**config.mk**
```make
export PLATFORM = sky130hd
export DESIGN_NAME = tx_frame_scheduler
export DESIGN_NICKNAME = d
export VERILOG_FILES = /design/src/rtl/tx_sched_pkg.sv /design/src/rtl/tx_bit_pacer.sv /design/src/rtl/tx_frame_scheduler.sv
export SDC_FILE = /design/constraint.sdc
export NUM_CORES = 1
export LEC_CHECK = 0
export ABC_AREA = 1
export CORE_MARGIN = 8
export CORE_UTILIZATION = 51
export DETAILED_ROUTE_END_ITERATION = 12
export PLACE_DENSITY = 0.76
export SLEW_MARGIN = 20
export SYNTH_ARGS = -nofsm -noshare
export SYNTH_HDL_FRONTEND = slang
export SYNTH_SLANG_ARGS = --single-unit
```
**constraint.sdc**
```tcl
create_clock -name clk_i -period 1.8 [get_ports clk_i]
set_clock_uncertainty 0.15 [all_clocks]
set_input_delay 0.36 -clock clk_i [delete_from_list [all_inputs] [get_ports clk_i]]
set_output_delay 0.36 -clock clk_i [all_outputs]
set_load 0.1 [all_outputs]
```
**src/rtl/tx_sched_pkg.sv**
```systemverilog
// Shared types and constants for the transmit frame scheduler: FSM states and payload whitening LFSR.
package tx_sched_pkg;

  typedef enum logic [2:0] {
    IDLE  = 3'd0,
    PRE   = 3'd1,
    PAY   = 3'd2,
    TAIL  = 3'd3,
    GUARD = 3'd4
  } state_e;

  localparam logic [6:0] LFSR_SEED = 7'h7F;
  // x^7 + x^4 + 1: feedback from bits 6 and 3
  localparam logic [6:0] LFSR_TAPS = 7'b100_1000;

  function automatic logic [6:0] lfsr_next(input logic [6:0] s);
    return {s[5:0], ^(s & LFSR_TAPS)};
  endfunction

endpackage

```
**src/rtl/tx_bit_pacer.sv**
```systemverilog
// Bit-period divider: strobe on the first clock and last on the final clock of each BIT_DIV-clock period.
module tx_bit_pacer #(
  parameter int BIT_DIV = 8
) (
  input  logic clk_i,
  input  logic rst_ni,
  input  logic clr_i,
  input  logic en_i,
  output logic strobe_o,
  output logic last_o
);

  localparam int DW = $clog2(BIT_DIV);

  logic [DW-1:0] div_q, div_d;

  always_comb begin
    div_d = div_q;
    if (clr_i) begin
      div_d = '0;
    end else if (en_i) begin
      div_d = (div_q == DW'(BIT_DIV - 1)) ? '0 : div_q + DW'(1);
    end
  end

  always_ff @(posedge clk_i or negedge rst_ni) begin
    if (!rst_ni) begin
      div_q <= '0;
    end else begin
      div_q <= div_d;
    end
  end

  assign strobe_o = en_i && (div_q == '0);
  assign last_o   = en_i && (div_q == DW'(BIT_DIV - 1));

endmodule

```
**src/rtl/tx_frame_scheduler.sv**
```systemverilog
// Frame sequencer feeding the transmitter: preamble, paced payload, encoder-flush tail, idle guard.
// Optional payload whitening with TX_SCHED_SCRAMBLE_EN.
module tx_frame_scheduler
  import tx_sched_pkg::*;
#(
  parameter int          BIT_DIV   = 8,
  parameter int          PRE_LEN   = 16,
  parameter logic [31:0] PREAMBLE  = 32'h0000_F0A5,
  parameter int          FRAME_LEN = 1024,
  parameter int          TAIL_LEN  = 3,
  parameter int          GUARD_CYC = 64
) (
  input  logic        clk_i,
  input  logic        rst_ni,
  input  logic        start_i,
  input  logic        abort_i,
  input  logic        src_data_i,
  input  logic        src_valid_i,
  output logic        src_ready_o,
  output logic        tx_in_o,
  output logic        tx_enable_o,
  output logic        tx_strobe_o,
  output logic        busy_o,
  output logic        done_o,
  output logic        underrun_o,
  output logic [15:0] frame_cnt_o
);

  localparam int GW = (GUARD_CYC > 1) ? $clog2(GUARD_CYC) : 1;

  state_e        state_q;
  logic [15:0]   bit_cnt_q;
  logic [GW-1:0] guard_q;
  logic          tx_q;
  logic          abort_q;
  logic          done_q;
  logic          underrun_q;
  logic [15:0]   frame_cnt_q;

  logic   active, start_acc, strobe, last;
  logic   bit_now, last_bit, pay_bit;
  logic [4:0] pre_idx;
  state_e nxt_state;

  assign active    = (state_q == PRE) || (state_q == PAY) || (state_q == TAIL);
  assign start_acc = (state_q == IDLE) && start_i && !abort_i;

  tx_bit_pacer #(.BIT_DIV(BIT_DIV)) u_pacer (
    .clk_i    (clk_i),
    .rst_ni   (rst_ni),
    .clr_i    (start_acc),
    .en_i     (active),
    .strobe_o (strobe),
    .last_o   (last)
  );

`ifdef TX_SCHED_SCRAMBLE_EN
  logic [6:0] lfsr_q;
  assign pay_bit = src_data_i ^ lfsr_q[6];

  always_ff @(posedge clk_i or negedge rst_ni) begin
    if (!rst_ni) begin
      lfsr_q <= LFSR_SEED;
    end else if (start_acc) begin
      lfsr_q <= LFSR_SEED;
    end else if (state_q == PAY && strobe) begin
      lfsr_q <= lfsr_next(lfsr_q);
    end
  end
`else
  assign pay_bit = src_data_i;
`endif

  assign pre_idx = 5'(PRE_LEN - 1) - bit_cnt_q[4:0];

  always_comb begin
    bit_now   = 1'b0;
    last_bit  = 1'b0;
    nxt_state = GUARD;
    case (state_q)
      PRE: begin
        bit_now   = PREAMBLE[pre_idx];
        last_bit  = (bit_cnt_q == 16'(PRE_LEN - 1));
        nxt_state = PAY;
      end
      PAY: begin
        // a starved bit is sent as zero but still occupies its slot
        bit_now   = src_valid_i & pay_bit;
        last_bit  = (bit_cnt_q == 16'(FRAME_LEN - 1));
        nxt_state = (TAIL_LEN == 0) ? GUARD : TAIL;
      end
      TAIL: begin
        last_bit  = (bit_cnt_q == 16'(TAIL_LEN - 1));
        nxt_state = GUARD;
      end
      default: ;
    endcase
    if (abort_q || abort_i) nxt_state = GUARD;
  end

  always_ff @(posedge clk_i or negedge rst_ni) begin
    if (!rst_ni) begin
      state_q     <= IDLE;
      bit_cnt_q   <= '0;
      guard_q     <= '0;
      tx_q        <= 1'b0;
      abort_q     <= 1'b0;
      done_q      <= 1'b0;
      underrun_q  <= 1'b0;
      frame_cnt_q <= '0;
    end else begin
      done_q <= 1'b0;
      if (strobe) tx_q <= bit_now;
      case (state_q)
        IDLE: begin
          if (start_acc) begin
            state_q    <= PRE;
            bit_cnt_q  <= '0;
            abort_q    <= 1'b0;
            underrun_q <= 1'b0;
          end
        end
        PRE, PAY, TAIL: begin
          if (abort_i) abort_q <= 1'b1;
          if (state_q == PAY && strobe && !src_valid_i) underrun_q <= 1'b1;
          // abort only takes effect once the bit in flight has run its full period
          if (last) begin
            if (last_bit || abort_q || abort_i) begin
              state_q   <= nxt_state;
              bit_cnt_q <= '0;
              guard_q   <= '0;
            end else begin
              bit_cnt_q <= bit_cnt_q + 16'd1;
            end
          end
        end
        GUARD: begin
          if (guard_q == GW'(GUARD_CYC - 1)) begin
            state_q <= IDLE;
            done_q  <= 1'b1;
            if (!abort_q) frame_cnt_q <= frame_cnt_q + 16'd1;
          end else begin
            guard_q <= guard_q + GW'(1);
          end
        end
        default: state_q <= IDLE;
      endcase
    end
  end

  assign tx_in_o     = active & (strobe ? bit_now : tx_q);
  assign tx_enable_o = active;
  assign tx_strobe_o = strobe;
  assign src_ready_o = (state_q == PAY) && strobe;
  assign busy_o      = (state_q != IDLE);
  assign done_o      = done_q;
  assign underrun_o  = underrun_q;
  assign frame_cnt_o = frame_cnt_q;

endmodule

```
==> impl_metrics.json, run 1 <==
{
  "outcome": "complete, but fails checks",
  "violations": "negative setup slack",
  "timing.critical_path.fanout_max": 3,
  "core_area_mm2": 0.00541,
  "leak_nw": 2.00,
  "initial_core_util": 0.521,
  "netlist.top_cell.by_area": "dfrtp_1",
  "drive_gt1_frac": 0.369,
  "numPlacedInstances": 506,
  "criticalPathCategory": "reg2out",
  "slew_viol_final": 0,
  "ir_drop_mv": 1.28,
  "detail_route.vias_per_cell": 5.40,
  "cts_inserted_buffers": 5,
  "post-synth-top-count-cell": "nand2_1",
  "synth_cells": 373,
  "worst-endpoint-required_ns": 1.29,
  "cts_max_path_buffers": 2,
  "cpPeakStageDelay_ns": 0.44,
  "worst_hold_slack_ns": 0.355,
  "area_of_the_mapped_netlist_mm2": 0.00282,
  "ioPinCount": 29,
  "num_vias": 2889,
  "final.period_utilization": 1.24,
  "pre_cts_slack_ns": -0.152,
  "finalWeightedCongestion": 0.929,
  "fillerInstances": 323,
  "clkLatencyLatePin_ns": 0.30,
  "global_route.usage.total": 0.190,
  "grt_first_pass_wirelength_um": 12900,
  "cts_sinks": 48,
  "finalNonFillerCells": 535,
  "worstPathBufferInverterCount": 3,
  "synth_area_leaders": "dfrtp_1, nand2_1, inv_1",
  "detail_route.iter0.violations": 163,
  "syn_nets": 385,
  "worst_path_clk_slew_ns": 0.09,
  "synth_largest_type_area_fraction": 0.426,
  "tritoncts": "built",
  "first_global_vias": 2809,
  "die-area_mm2": 0.00816,
  "power_density_mw_per_mm2": 1240,
  "detailed_place_hpwl_um": 5030,
  "synth.avg_cell_area_um2": 7.55,
  "fmax_mhz": 447,
  "synth_enable_flop_cells": 0,
  "detail_route.wirelength_um": 8810,
  "drt-wirelength-per-cell_um": 16.5,
  "synth-seq-cells": 48,
  "hold_violations": 0,
  "holdCritPathClass": "in2async",
  "power.total_w": 0.00532,
  "ys.flop_type": "dfrtp_1",
  "gr-total-overflow": 0,
  "synth.lib_cells_used.distinct": 31,
  "ant_nets": 0,
  "total_neg_setup_slack_ns": -6.78,
  "areaGrowthSynthToFinish_pct": 52.5,
  "timing.final.crit_period_ns": 2.24,
  "share_of_synthesized_area_occupied_by_flip_flops_and_latches": 0.426,
  "cts-htree-levels": 2,
  "die_w_um": 90.3,
  "synthTopCellsByCount": "nand2_1, inv_1, nor2_1, dfrtp_1, nand3_1",
  "critical-path-slowest-cell": "dfrtp_2",
  "ys_warn_count": 0,
  "cp-end-kind": "output pin",
  "setup_violating_endpoint_count_in_the_final_report": 46,
  "cap_viol_max_count": 0,
  "grt_max_degree": 35,
  "worstPathCellList": "inv_1, nand3_2, inv_1, nand3_1, nand3_2, o21ai_2, nor2_4, buf_12",
  "antenna_cells_inserted": 0,
  "dr.pass1.iters": 5,
  "fin_nets": 474,
  "floorplan.die.height_um": 90.3,
  "final_critical_path_setup_slack_ns": -0.435,
  "antenna_found_initial": 0,
  "async_flop_share": 1.00,
  "cts_root_buf": "clkbuf_8",
  "slew_headroom": 0.730,
  "measured_slew_at_the_worst_slew_check_pin_ns": 0.405,
  "io_buffer_count": 28,
  "crit_arrival_ns": 1.73,
  "row_count": 27,
  "worstSetupStartpointType": "register",
  "detail_route.drc_violations": 0,
  "critPathTopFamily": "buffers and inverters",
  "grt_setup_unrepaired": "true"
}
-- per-stage QoR --
| stage | cell area [um2] | util |
|---|---|---|
| after floorplan | 2880 | - |
| after global placement | 3730 | 0.689 |
| after detailed placement | 3730 | 0.689 |
| after CTS | 4110 | 0.760 |
| after global routing | 4290 | 0.794 |
| final | 4290 | 0.794 |
-- routing by layer --
metal  share of wire  GRT usage
met1            0.41      0.230
met2            0.51      0.328
met3           0.047     0.0366
met4           0.036     0.0680
met5               0          0
-- cells in the final DEF (no fill, tap or decap), types with 8 or more instances in the layout --
cell / netlist / layout
nand2_1: 96 / 84
inv_1: 53 / 48
buf_4: 0 / 43
nor2_1: 50 / 36
dfrtp_1: 48 / 31
buf_12: 0 / 26
nand3_1: 25 / 20
xor2_1: 20 / 18
dfrtp_2: 0 / 15
nor2_2: 1 / 11
buf_6: 3 / 10
nor3_1: 9 / 9
o21ai_0: 13 / 9
nand4_1: 8 / 8
nand2_2: 6 / 8
nand2_4: 0 / 8
-- cell type report --
| cell class | count | area [um2] | share of cell area |
|---|---|---|---|
| Inverter | 56 | 216 | 0.0504 |
| Multi-Input combinational cell | 265 | 1640 | 0.383 |
| Tap cell | 72 | 90.1 | 0.0210 |
| Sequential cell | 48 | 1230 | 0.286 |
| Clock buffer | 8 | 90.1 | 0.0210 |
| Timing Repair Buffer | 86 | 1030 | 0.239 |
-- kinds of logic (layout without fill, tap and decap cells) --
| group | count (synthesis) | after routing | share of synthesized area |
|---|---|---|---|
| buffers and inverters | 61 | 150 | 0.0902 |
| xor gates and xnor gates | 22 | 22 | 0.0684 |
| AOI/OAI and AO/OA | 29 | 29 | 0.0564 |
| adders and majority gates | 6 | 6 | 0.0267 |
| and+or+nand+nor | 207 | 208 | 0.332 |
| DFF | 48 | 48 | 0.426 |
-- worst paths after layout --
check                                startpoint         endpoint  slack, ns  depth (start not counted)
worst max-delay path                 state_q[0]          tx_in_o      -0.44                          8
worst min-delay path                     rst_ni     bit_cnt_q[3]       0.36                          2
worst max register to register       state_q[0]     bit_cnt_q[4]      -0.28                         11
worst min register to register  frame_cnt_o[10]  frame_cnt_o[10]       0.38                          1
max in group asynchronous                rst_ni   frame_cnt_o[1]       0.61                          3
min in group clk_i              frame_cnt_o[10]  frame_cnt_o[10]       0.38                          1
-- state kept, by name, summed over array words and instances (netlist names), 3 cells and up --
signal	count
state_q	3
u_pacer.div_q	3
bit_cnt_q	16
frame_cnt_o	16
guard_q	6
-- power by group --
| group | internal (W) | switching (W) |
|---|---|---|
| combinational | 0.00131 | 0.00192 |
| sequential | 0.00126 | 0.000147 |
| clock | 0.000314 | 0.000363 |
-- timing repair --
action / 4_1_cts / 5_1_grt
gates cloned: 1 / 0
resized for setup: 45 / 34
endpoints found under the setup margin: 25 / 42
hold buffers: 1 / 0
setup buffers: 11 / 10
pin swaps: 10 / 7
hold endpoints to repair: 14 / 0
-- worst reg2reg max path, cell delays in order (launching register included) --
cell and delay, ns:
dfrtp_2 0.44, nor2_4 0.19, buf_4 0.14, buf_4 0.11
buf_4 0.11, nand4_4 0.09, buf_12 0.16, nand2_8 0.10
buf_8 0.13, nand2_2 0.05, xor2_1 0.20, a21oi_1 0.08
Note: power is estimated with default switching activity, not from simulation.
==> run 2, diff against run 1 <==
CELL_PAD_IN_SITES_DETAIL_PLACEMENT = 0   (was not set)
CELL_PAD_IN_SITES_GLOBAL_PLACEMENT = 2   (was not set)
CORE_MARGIN = not set   (was 8)
CORE_UTILIZATION = 30   (was 51)
PLACE_DENSITY = not set   (was 0.76)
PLACE_DENSITY_LB_ADDON = 0.1   (was not set)
==> run 2 against run 1 <==
  * The run still ends with negative setup slack left
  * Worst setup slack better by 0.086 ns
  * Sequential share of layout area down 0.94 points
  * Critical endpoint unchanged
  * Critical path depth unchanged
  * Global-route usage down 2.7 points
  * Wire length down 14%
  * Via count down 10%
  * Combinational power down 2%
  * Cell area up 3.4%
  * Largest cell class unchanged
==> impl_metrics.json, run 2 (same netlist as run 1, synthesis figures left out) <==
{
  "floorplan.die.height_um": 98.9,
  "cts_sinks": 48,
  "ioPinCount": 29,
  "fillerInstances": 851,
  "row_count": 34,
  "detail_route.vias_per_cell": 4.45,
  "hold_depth": 2,
  "outcome": "complete, but fails checks",
  "cts_inserted_buffers": 5,
  "criticalPathCategory": "reg2out",
  "core_area_mm2": 0.00889,
  "hp-start": "tx_q",
  "cts_max_path_buffers": 2,
  "antenna_found_initial": 0,
  "ir_drop_mv": 0.857,
  "ant_nets": 0,
  "antenna_cells_inserted": 0,
  "slew_viol_final": 0,
  "fin_util": 0.499,
  "mostFrequentLayoutCells": "nand2_1, buf_4, inv_1",
  "grt_setup_unrepaired": "true",
  "pre_cts_slack_ns": -0.193,
  "drive_gt1_frac": 0.372,
  "worst_hold_slack_ns": 0.368,
  "final_critical_path_setup_slack_ns": -0.349,
  "rrSetupSlack_ns": -0.16,
  "dr.pass1.iters": 4,
  "clkLatencyLatePin_ns": 0.31,
  "timing.rr.end": "state_q[0]",
  "finalWeightedCongestion": 0.728,
  "drt-wirelength-per-cell_um": 12.9,
  "die_w_um": 98.9,
  "detail_route.wirelength_um": 7540,
  "final.period_utilization": 1.19,
  "tritoncts": "built",
  "cts_root_buf": "clkbuf_8",
  "holdCritPathClass": "reg2reg",
  "detail_route.drc_violations": 0,
  "worst-endpoint-required_ns": 1.29,
  "initial_core_util": 0.317,
  "ff2ff_path_depth": 12,
  "hold_end": "tx_q",
  "detailed_place_hpwl_um": 5420,
  "leak_nw": 2.09,
  "multi_input_comb_area_mm2": 0.00160,
  "final_common_cell": "nand2_1",
  "global_route.usage.total": 0.163,
  "io_buffer_count": 28,
  "total_neg_setup_slack_ns": -2.71,
  "hold_violations": 0,
  "detail_route.iter0.violations": 78,
  "fmax_mhz": 465,
  "fin_nets": 487,
  "grt_max_degree": 49,
  "timing.critical_path.fanout_max": 3,
  "worstReg2RegStart": "state_q[1]",
  "areaGrowthSynthToFinish_pct": 57.7,
  "measured_slew_at_the_worst_slew_check_pin_ns": 0.346,
  "power_density_mw_per_mm2": 1210,
  "grt_first_pass_wirelength_um": 12500,
  "power.total_w": 0.00536,
  "first_global_vias": 2555,
  "setup_violating_endpoint_count_in_the_final_report": 25,
  "worst_path_clk_slew_ns": 0.09,
  "worstSetupStartpointType": "register",
  "die-area_mm2": 0.00978,
  "cts-htree-levels": 2,
  "num_vias": 2597,
  "seqCellArea_mm2": 0.00123,
  "cap_viol_max_count": 0,
  "timing.final.crit_period_ns": 2.15,
  "gr-total-overflow": 0,
  "violations": "negative setup slack",
  "cp-end-kind": "output pin",
  "crit_arrival_ns": 1.64,
  "slew_headroom": 0.768
}
-- run 2: cell count changes in the layout (fill, tap and decap cells not counted), moves of 3 or more --
cell	previous run	this run
buf_4	43	51
buf_6	10	14
o21ai_1	3	7
nand2_1	84	89
nand2_2	8	5
-- run 2: worst max-delay path, cell delays in order (launching register included) --
cell        delay (ns)
dfrtp_2           0.43
nor2_4            0.19
nor2_8            0.07
nand3_4           0.08
clkinvlp_4        0.12
nand3_2           0.09
o21ai_2           0.07
nor2_4            0.10
buf_12            0.18
-- run 2: final cells by class --
| class | instances | share of cell area |
|---|---|---|
| multi-input cells | 265 | 0.360 |
| flip-flops and latches | 48 | 0.276 |
| repair buffers | 99 | 0.260 |
| inverters | 56 | 0.0493 |
| well taps | 108 | 0.0304 |
| clock buffers | 7 | 0.0172 |
| clock inverters | 1 | 0.00676 |
-- run 2: worst max-delay path by stage --
stage | to | start | depth (start not counted)
2_1_floorplan | tx_in_o | state_q[1] | 7
3_3_place_gp | bit_cnt_q[13] | abort_i | 8
3_5_place_dp | bit_cnt_q[7] | abort_i | 8
4_1_cts | tx_in_o | state_q[0] | 8
5_1_grt | tx_in_o | state_q[0] | 8
6_report | tx_in_o | state_q[1] | 8
-- run 2: routing by layer --
metal / up-vias / track usage / share of wire
li1: 1369 / - / -
met1: 1207 / 0.224 / 0.50
met2: 16 / 0.271 / 0.48
met3: 5 / 0.0262 / 0.017
met4: 0 / 0.0344 / 0.0084
met5: - / 0 / 0
-- run 2: through the flow --
stage,cells,cell area [um2]
after detailed placement,552,3860
after global routing,584,4440
after floorplan,373,2880
after global placement,552,3860
final,584,4440
after CTS,570,4150
-- run 2: timing repair --
item	in CTS	in global routing
pin swaps	9	12
setup endpoints to repair	26	36
hold endpoints to repair	48	0
hold buffers	1	0
cloned	1	1
resized for setup	27	48
setup buffers	8	13
-- run 2: report_power, final --
part           total, W  switching (W)  internal (W)
registers       0.00139       0.000133       0.00125
clock network  0.000805       0.000388      0.000417
logic           0.00317        0.00174       0.00143
==> run 3, diff against run 2 <==
GPL_TIMING_DRIVEN = 0   (was not set)
REMOVE_ABC_BUFFERS = 1   (was not set)
==> run 3 against run 2 <==
  * The run still ends with negative setup slack left
  * Maximum frequency shrank 1.3%
  * Register-to-register slack hardly changed
  * Die area is the same
  * Hold slack worse by 0.015 ns
  * Core utilization decreased by 3.9 points
  * Power is 2.8% lower
  * Clock-buffer cell count down 1
==> impl_metrics.json, run 3 (same netlist as run 1, synthesis figures left out) <==
{
  "grt_setup_unrepaired": "true",
  "worst_path_clk_slew_ns": 0.10,
  "initial_core_util": 0.317,
  "final.period_utilization": 1.21,
  "clock_power_share": 0.156,
  "timing.critical_path.fanout_max": 2,
  "outcome": "complete, but fails checks",
  "hold_violations": 0,
  "die_w_um": 98.9,
  "antenna_cells_inserted": 0,
  "cp-end-kind": "output pin",
  "cts_inserted_buffers": 5,
  "violations": "negative setup slack",
  "fin_nets": 472,
  "detail_route.drc_violations": 0,
  "fmax_mhz": 459,
  "detail_route.wirelength_um": 7390,
  "floorplan.die.height_um": 98.9,
  "mostFrequentLayoutCells": "nand2_1, dfrtp_1, inv_1",
  "groute.layer.met3.usage": 0.0262,
  "switching_power_w": 0.00227,
  "clkLatencyLatePin_ns": 0.31,
  "worstSetupStartpointType": "register",
  "io_buffer_count": 28,
  "leak_nw": 1.96,
  "ioPinCount": 29,
  "internal_power_w": 0.00294,
  "busiest_layer": "met2",
  "detailed_place_hpwl_um": 4620,
  "power.total_w": 0.00521,
  "cts-htree-levels": 2,
  "slew_headroom": 0.553,
  "row_count": 34,
  "slew_viol_final": 0,
  "cts_max_path_buffers": 2,
  "finalNonFillerCells": 569,
  "global_route.usage.total": 0.161,
  "finalWeightedCongestion": 0.726,
  "pwr-share-comb": 0.573,
  "use_met1": 0.208,
  "gr-total-overflow": 0,
  "cts_root_buf": "clkbuf_8",
  "numPlacedInstances": 504,
  "detail_route.iter0.violations": 117,
  "final_critical_path_setup_slack_ns": -0.377,
  "final_common_cell": "nand2_1",
  "first_global_vias": 2631,
  "power_density_mw_per_mm2": 1270,
  "areaGrowthSynthToFinish_pct": 45.3,
  "setup_violating_endpoint_count_in_the_final_report": 32,
  "tritoncts": "built",
  "switching_share": 0.436,
  "num_vias": 2586,
  "antenna_found_initial": 0,
  "ir_drop_mv": 0.829,
  "measured_slew_at_the_worst_slew_check_pin_ns": 0.670,
  "dr.pass1.iters": 4,
  "detail_route.vias_per_cell": 4.54,
  "die-area_mm2": 0.00978,
  "fin_util": 0.460,
  "core_area_mm2": 0.00889,
  "criticalPathCategory": "reg2out",
  "ant_nets": 0,
  "timing.final.crit_period_ns": 2.18,
  "grt_first_pass_wirelength_um": 12500,
  "crit_arrival_ns": 1.67,
  "cap_viol_max_count": 0,
  "worst-endpoint-required_ns": 1.29,
  "groute.layer.met2.usage": 0.272,
  "cts_sinks": 48,
  "drive_gt1_frac": 0.334,
  "drt-wirelength-per-cell_um": 13.0,
  "grt_max_degree": 49,
  "pre_cts_slack_ns": -1.09,
  "power.share.sequential": 0.271,
  "holdCritPathClass": "reg2reg"
}
==> run 3: cell count changes in the layout (fill, tap and decap cells not counted), sizes merged <==
cell and delta:
buf -17, clkbuf -2, clkdlybuf4s15 +2, inv +1, nand2 +1
==> run 3: per-layer routing <==
layer / routed length [um] / vias to the layer above / part of all wire
met3: 142 / 9 / 0.019
met2: 3540 / 25 / 0.48
met4: 99 / 0 / 0.013
met5: 0 / - / 0
met1: 3610 / 1212 / 0.49
li1: - / 1340 / -
==> run 3: power groups by stage <==
stage | registers, W | clock network [W] | logic (W)
floorplan | 0.00153 | 0 | 0.00124
CTS | 0.00140 | 0.000846 | 0.00261
global placement | 0.00143 | 0 | 0.00176
finish | 0.00141 | 0.000812 | 0.00299
detailed placement | 0.00142 | 0 | 0.00177
global route | 0.00143 | 0.000880 | 0.00324
==> run 3: critical path, cell delays in order (launching register included) <==
cell and delay [ns]:
dfrtp_1 0.41, nand2_2 0.09, xor2_2 0.17, nand4_1 0.14, nand3_2 0.11, o21ai_2 0.07
nor2_1 0.12, buf_6 0.24
==> run 3: worst paths after layout <==
path	slack (ns)	start	to	cells after the start
setup / recovery	-0.38	bit_cnt_q[3]	tx_in_o	7
hold / removal	0.35	underrun_o	underrun_o	1
setup reg to reg	-0.16	bit_cnt_q[3]	tx_q	13
hold reg to reg	0.35	underrun_o	underrun_o	1
max in group asynchronous	0.54	rst_ni	bit_cnt_q[2]	2
min in group asynchronous	0.47	rst_ni	tx_q	2
==> run 3: timing repair <==
item                                    in CTS  in global routing
pin swaps                                   12                 19
resized for setup                          161                 66
hold buffers                                 1                  0
setup buffers                               38                 18
gates cloned                                 2                  0
endpoints found under the setup margin      64                 48
hold endpoints to repair                    48                  0
==> run 3: final cells by class <==
class                           count  area, um2
Fill cell                         893       4800
Sequential cell                    48       1200
Timing Repair Buffer               83        757
Clock buffer                        6       72.6
Multi-Input combinational cell    266       1670
Clock inverter                      2       35.0
Tap cell                          108        135
Inverter                           56        219
==> run 3: through the flow <==
stage	area (um2)	TNS [ns]	hold slack (ns)
floorplan	2770	-8.01	-0.0856
global placement	3190	-90.69	0.327
CTS	3750	-1.39	0.356
finish	4090	-2.76	0.353
global route	4090	-6.95	0.370
detailed placement	3190	-19.45	0.298
